===== src/rtl/if_fetch_stage_pkg.sv =====
// Shared widths, bus payloads and state encodings for the instruction-fetch stage.
package if_fetch_stage_pkg;

    localparam int unsigned IF_TO_ID_WD  = 33;
    localparam int unsigned BR_WD        = 33;
    localparam int unsigned STALL_BUS_WD = 6;
    localparam int unsigned ADDR_WD      = 32;
    localparam int unsigned INST_WD      = 32;

    localparam logic STOP    = 1'b1;
    localparam logic NO_STOP = 1'b0;

    localparam logic [ADDR_WD-1:0] IF_RESET_PC = 32'hBFC0_0000;

    typedef enum logic [1:0] {
        S_IDLE = 2'd0,
        S_REQ  = 2'd1,
        S_DATA = 2'd2,
        S_HOLD = 2'd3
    } if_state_e;

    typedef struct packed {
        logic               br_e;
        logic [ADDR_WD-1:0] br_addr;
    } br_bus_t;

    typedef struct packed {
        logic               ce;
        logic [ADDR_WD-1:0] pc;
    } if_to_id_t;

endpackage


===== src/rtl/if_fetch_stage.sv =====
// Instruction fetch: owns the PC, runs one request at a time on the inst SRAM
// interface and hands {ce, pc} plus the instruction to decode.
module if_fetch_stage
    import if_fetch_stage_pkg::*;
#(
    parameter logic [ADDR_WD-1:0] RESET_PC = IF_RESET_PC
) (
    input  logic                    clk,
    input  logic                    rst,
    input  logic [STALL_BUS_WD-1:0] stall,
    input  logic [BR_WD-1:0]        br_bus,
    output logic                    stallreq_if,
    output logic [IF_TO_ID_WD-1:0]  if_to_id_bus,
    output logic [INST_WD-1:0]      if_inst,
    output logic                    if_adel,
    output logic                    inst_sram_req,
    output logic [ADDR_WD-1:0]      inst_sram_addr,
    input  logic                    inst_sram_addr_ok,
    input  logic                    inst_sram_data_ok,
    input  logic [INST_WD-1:0]      inst_sram_rdata
);

    if_state_e          state;
    if_state_e          state_nxt;
    br_bus_t            br;
    if_to_id_t          id_bus;
    logic [ADDR_WD-1:0] pc;
    logic [ADDR_WD-1:0] next_pc;
    logic [ADDR_WD-1:0] redirect_addr;
    logic               redirect_valid;
    logic [INST_WD-1:0] inst_buf;
    logic               adel_r;
    logic               misaligned;
    logic               advance;

    // Only the IF hold bit of the controller vector matters here.
    logic unused_stall;
    assign unused_stall = ^stall[STALL_BUS_WD-1:1];

    assign br         = br_bus_t'(br_bus);
    assign misaligned = (pc[1:0] != 2'b00);

    always_ff @(posedge clk) begin
        if (rst) begin
            state <= S_IDLE;
        end else begin
            state <= state_nxt;
        end
    end

    // Next state and state-decoded outputs.
    always_comb begin
        state_nxt      = state;
        inst_sram_req  = 1'b0;
        stallreq_if    = NO_STOP;
        advance        = 1'b0;
        id_bus.ce      = 1'b0;
        id_bus.pc      = pc;
        if_inst        = '0;
        if_adel        = 1'b0;
        inst_sram_addr = pc;
        case (state)
            S_IDLE: state_nxt = S_REQ;
            S_REQ: begin
                stallreq_if = STOP;
                if (misaligned) begin
                    state_nxt = S_HOLD;
                end else begin
                    inst_sram_req = 1'b1;
                    if (inst_sram_addr_ok) state_nxt = S_DATA;
                end
            end
            S_DATA: begin
                stallreq_if = STOP;
                if (inst_sram_data_ok) state_nxt = S_HOLD;
            end
            S_HOLD: begin
                id_bus.ce = 1'b1;
                if_inst   = inst_buf;
                if_adel   = adel_r;
                if (stall[0] == NO_STOP) begin
                    advance   = 1'b1;
                    state_nxt = S_REQ;
                end
            end
            default: state_nxt = S_IDLE;
        endcase
    end

    assign if_to_id_bus = id_bus;

    // A branch seen this cycle wins over one buffered during an earlier stall.
    always_comb begin
        next_pc = pc + 32'd4;
        if (br.br_e) begin
            next_pc = br.br_addr;
        end else if (redirect_valid) begin
            next_pc = redirect_addr;
        end
    end

    // PC, fetched word and redirect buffer.
    always_ff @(posedge clk) begin
        if (rst) begin
            pc             <= RESET_PC;
            inst_buf       <= '0;
            adel_r         <= 1'b0;
            redirect_valid <= 1'b0;
            redirect_addr  <= '0;
        end else begin
            if (state == S_REQ && misaligned) begin
                inst_buf <= '0;
                adel_r   <= 1'b1;
            end else if (state == S_DATA && inst_sram_data_ok) begin
                inst_buf <= inst_sram_rdata;
            end
            if (advance) begin
                pc             <= next_pc;
                adel_r         <= 1'b0;
                redirect_valid <= 1'b0;
            end else if (br.br_e) begin
                redirect_valid <= 1'b1;
                redirect_addr  <= br.br_addr;
            end
        end
    end

endmodule


===== config.mk =====
export PLATFORM = sky130hd
export DESIGN_NAME = if_fetch_stage
export DESIGN_NICKNAME = d
export VERILOG_FILES = /design/src/rtl/if_fetch_stage_pkg.sv /design/src/rtl/if_fetch_stage.sv
export SDC_FILE = /design/constraint.sdc
export NUM_CORES = 1
export LEC_CHECK = 0
export BUFFER_PORTS_ARGS = -buffer_cell sky130_fd_sc_hd__buf_2
export CORE_MARGIN = 2
export CORE_UTILIZATION = 57
export CTS_BUF_LIST = sky130_fd_sc_hd__clkbuf_2
export CTS_CLUSTER_DIAMETER = 120
export DETAILED_ROUTE_END_ITERATION = 16
export GPL_ROUTABILITY_DRIVEN = 1
export GPL_TIMING_DRIVEN = 0
export PLACE_DENSITY = 0.9
export SYNTH_ARGS = -nofsm -noshare
export SYNTH_HDL_FRONTEND = slang
export SYNTH_SLANG_ARGS = --single-unit

===== constraint.sdc =====
create_clock -name clk -period 4.8 [get_ports clk]
set_clock_uncertainty 0.1 [all_clocks]
set_input_delay 0.48 -clock clk [delete_from_list [all_inputs] [get_ports clk]]
set_output_delay 0.48 -clock clk [all_outputs]
set_load 0.03 [all_outputs]

Yosys cells after proc, flatten, opt, wreduce, memory -nomap -nowiden
Cells that the tools add are included.

operators by class
  mux-type cells = 15
  reduce and logical (&&, ||, !) cells = 9
  bitwise logic cells = 1
  equal/unequal tests = 6
  add/subtract/negate cells = 1

operator list
  kind                                                  number
  two-way mux 32 bit                                    3
  adder 32 x 3 -> 32 bit (second input constant)        1
  two-way mux 2 bit                                     4
  one-hot mux 2 bit (4 select lines)                    1
  two-way mux 1 bit                                     7
  OR reduction 2 bit                                    3
  equality test 2 bit (second input constant)           2
  != test 2 bit (second input constant)                 2
  != test 3 bit (second input constant)                 1
  AND reduction 3 bit                                   1
  equality test 2 x 1 -> 1 bit (second input constant)  1
  logical AND 1 bit                                     2
  zero test 2 bit                                       1
  AND reduction 2 bit                                   1
  nonzero test 2 bit                                    1
  inverter 1 bit                                        1

storage, ports and cells
  word-level logic and storage cells = 38
  input port bits = 75
  flip-flop bits (word level) = 100
  output and inout port bits = 100

Longest topological paths before layout
  depth in word-level cells = 4
  gate-level depth with buffers = 9
  depth with buffers taken out = 6

Worst setup path after synthesis
OpenSTA, ideal clock, no wires.

  kind = reg2reg
  start = register pc[3], in the netlist inst_sram_addr[3]
  end = register pc[28], in the netlist inst_sram_addr[28]
  path buffers = 0
  setup slack = 2.331 ns
  cell stages (with the launch flop) = 7
  data required time = 4.556 ns
  setup time = 0.144 ns
  data arrival time = 2.226 ns
  period minus slack after synthesis = 2.469 ns
  path through = dfxtp_1 -> ha_1 -> nand4_1 -> or4_4 -> or3_1 -> mux2i_1 -> a32oi_1

between the ends
  word-level cells in the longest chain between the ends = 3

RTL lines
  what                    RTL line               text
  from (decl)             if_fetch_stage.sv:27   logic [ADDR_WD-1:0] pc;
  from (signal assigned)  if_fetch_stage.sv:118  pc <= next_pc;
  adder 32 x 3 -> 32 bit  if_fetch_stage.sv:94   next_pc = pc + 32'd4;
  two-way mux 32 bit      if_fetch_stage.sv:97   end else if (redirect_valid) begin
  two-way mux 32 bit      if_fetch_stage.sv:95   if (br.br_e) begin

No other way between the ends.
A chain may end at the register's enable or synchronous reset.

Worst setup path in the final report
  start = register state[1]
  end = output port if_inst[10]

between the ends
  word-level cells in the longest chain between the ends = 2

RTL lines
  what                    RTL line              text
  from (decl)             if_fetch_stage.sv:23  if_state_e state;
  from (signal assigned)  if_fetch_stage.sv:47  state <= state_nxt;
  equality test 2 bit     if_fetch_stage.sv:62  case (state)
  two-way mux 32 bit      if_fetch_stage.sv:62
  to (decl)               if_fetch_stage.sv:14  output logic [INST_WD-1:0] if_inst,

No other way between the ends.

==> flow_metrics.py <==
metrics = {
    "critical_path": {
        "r2r_start": "state[1]",
        "crit_top_cell": "clkbuf_1",
        "crit_buf_inv": 3,
        "crit_end": "if_inst[10]",
        "rrSetupSlack_ns": 2.10,
        "path_max_fanout": 10,
        "critPathArrivalTime_ns": 2.23,
        "required_ns": 4.22,
        "worstSetupPathType": "reg -> out",
        "worstSetupEndpointType": "output pin",
        "reg2reg_depth": 7,
        "path_depth": 5,
        "crit_start": "state[1]",
        "max_stage_delay_ns": 0.44,
        "crit_path_start_kind": "flop",
        "slowest_stage": "dfxtp_1",
        "crit_family": "buffers and inverters",
        "crit_chain": "ha_1 -> clkbuf_1 -> clkbuf_1 -> and2_1 -> buf_2",
        "r2r_end": "inst_sram_addr[22]",
    },
    "grt": {
        "antenna_found_initial": 0,
        "grt_usage": 0.336,
        "grt_pass1_vias": 5529,
        "grt_pass1_wl_microns": 26900,
        "overflow": 0,
        "grt_max_degree": 17,
    },
    "timing": {
        "tns_ns": 0,
        "slew_viol_final": 0,
        "rsz0062_at_grt": "false",
        "hold_violations": 0,
        "setup_viol_count_final": 0,
        "layout_min_cycle_time_ns": 2.81,
        "fin_crit_sh": 0.585,
        "max_freq_ghz": 0.356,
        "worst_pin_slew_ns": 1.02,
        "hold_slack_ns": 0.00114,
        "slew_headroom": 0.321,
    },
    "cts": {
        "clkLatencyLatePin_ns": 0.58,
        "htreeDepth": 3,
        "numCtsBuffers": 9,
        "cts_tree": "yes",
        "path_clk_slew_ns": 0.29,
        "clockBufferDepth": 2,
        "cts.repair.resized": 0,
        "clock-root-buffer": "clkbuf_2",
        "cts_sinks": 100,
    },
    "drt": {
        "wire_per_inst_microns": 17.3,
        "viasPerCell": 5.95,
        "routed_wl_microns": 17500,
        "drt-initial-drc-count": 599,
        "dr_total_vias": 6008,
        "drtAntennaViolNets": 0,
        "drc": 0,
        "drt_pre_antenna_iters": 6,
    },
    "floorplanning": {
        "ioPinCount": 175,
        "die_h_microns": 99.9,
        "dieArea_sq_mm": 0.00997,
        "die_x_microns": 99.9,
        "rows": 34,
        "start_util": 0.595,
        "fp.coreArea_sq_mm": 0.00881,
    },
    "outcome": {
        "status": "finished clean",
    },
    "final_layout": {
        "drive_above_1_share": 0.258,
        "final_nets": 977,
        "syn2layout_area_growth_pct": 23.1,
        "antenna_cells": 0,
    },
    "power_and_ir_drop": {
        "vdd_drop_max_uv": 213,
        "power.leakage_nw": 2.79,
        "power_density_mw_per_mm2": 299,
    },
    "logic_synthesis": {
        "syn-num-nets": 783,
        "yosysWarnings": 0,
        "synth_seq_cells": 100,
        "synth_edf_count": 0,
        "syn_area_sq_mm": 0.00524,
        "syn_inst": 704,
        "async_flop_share": 0,
        "yosys_most_used_dff": "dfxtp_1",
        "yosysTopAreaCellShare": 0.382,
        "avgSynthCellArea_sq_um": 7.44,
        "synth_area_leaders": "dfxtp_1, nand2_1, a21oi_1, buf_4, and2_1",
        "seq_area_frac_synth": 0.382,
        "synth_cell_type_count": 63,
        "yosysTopAreaCell": "dfxtp_1",
    },
    "hold_path": {
        "holdPathStages": 3,
        "hold_path.class": "in -> reg",
    },
    "place": {
        "place_congestion": 0.932,
        "place_hpwl_microns": 12400,
        "port_buffers": 168,
    },
    "flow_run": {
        "drv_cap": 0,
    },
}
## cells in the final DEF (no fill, tap or decap), drive strengths merged, types with 6 or more instances in the layout
cell	instances
mux2i	6
nor3	16
nor4	6
inv	16
a211oi	10
nand2	169
dlygate4sd3	15
a221o	6
a21oi	98
buf	207
nor2	27
clkbuf	55
dfxtp	100
o21ai	32
and2	36
nand3	11
## routing by layer
layer  global-route usage  share of wire  up-vias
met4                0.121          0.031        0
li1                     -              -     2782
met5                    0              0        -
met2                0.569           0.47      410
met1                0.430           0.39     2753
met3               0.0648           0.11       63
## state kept, by name, summed over array words and instances (netlist names)
register	cells
adel_r	1
redirect_valid	1
redirect_addr	32
state	2
inst_sram_addr	32
inst_buf	32
## tightest hold or removal path, delay by kind of cell
kind            cells  cell delay (ns)
simple gates        1             0.05
buf+inv             1             0.11
compound gates      1             0.05
## logic make-up after synthesis
group,Yosys count,synth area share
simple gates,300,0.268
compound gates,192,0.223
flops,100,0.382
buf+inv,99,0.101
mux,7,0.0136
fa+ha+maj,4,0.00956
xor+xnor,2,0.00335
## worst min-delay path by stage
| stage | from | to | slack [ns] |
|---|---|---|---|
| 5_1_grt | br_bus[26] | redirect_addr[26] | 0.002 |
| 4_1_cts | inst_sram_rdata[20] | inst_buf[20] | 0.0003 |
| 3_5_place_dp | inst_buf[2] | inst_buf[2] | 0.34 |
| 6_report | br_bus[26] | redirect_addr[26] | 0.001 |
| 2_1_floorplan | adel_r | adel_r | 0.33 |
| 3_3_place_gp | redirect_addr[23] | redirect_addr[23] | 0.34 |
## where the power goes
group / total, mW / internal [mW] / leakage [nW] / switching (mW)
sequential: 0.966 / 0.904 / 0.815 / 0.0618
clock: 0.365 / 0.0670 / 0.0583 / 0.298
combinational: 0.594 / 0.205 / 1.92 / 0.390
## area by class of cell
type | count | area, sq um
timing repair buffer | 183 | 991
clock inverter | 6 | 40.0
fill | 688 | 2360
buffer | 85 | 475
inverter | 14 | 52.6
tap | 108 | 135
multi-input combinational | 505 | 2710
sequential | 100 | 2000
clock buffer | 9 | 45.0
## cells in the mapped netlist (10+ instances only)
| cell | instances |
|---|---|
| nand2_1 | 168 |
| dfxtp_1 | 100 |
| a21oi_1 | 98 |
| clkbuf_1 | 44 |
| and2_1 | 36 |
| buf_4 | 32 |
| o21ai_0 | 32 |
| nor2_1 | 27 |
| nor3_1 | 16 |
| inv_1 | 14 |
| a211oi_1 | 10 |
| nand3_1 | 10 |
## through the flow
stage / total power [mW] / worst slack (ns) / std cells / area (sq um) / utilization
final: 1.93 / 1.99 / 1010 / 6450 / 0.732
after global routing: 2.00 / 1.83 / 1010 / 6450 / 0.732
after CTS: 1.90 / 1.98 / 1008 / 6430 / 0.730
after detailed placement: 1.55 / 2.07 / 980 / 6210 / 0.706
after global placement: 1.53 / 2.08 / 980 / 6210 / 0.706
after floorplan: 1.36 / 2.33 / 704 / 5240 / -
## repair_timing
item	CTS	global route
setup buffers	0	0
hold buffers	13	2
endpoints found under the hold margin	13	2
Power figures use the tool's default switching activity.
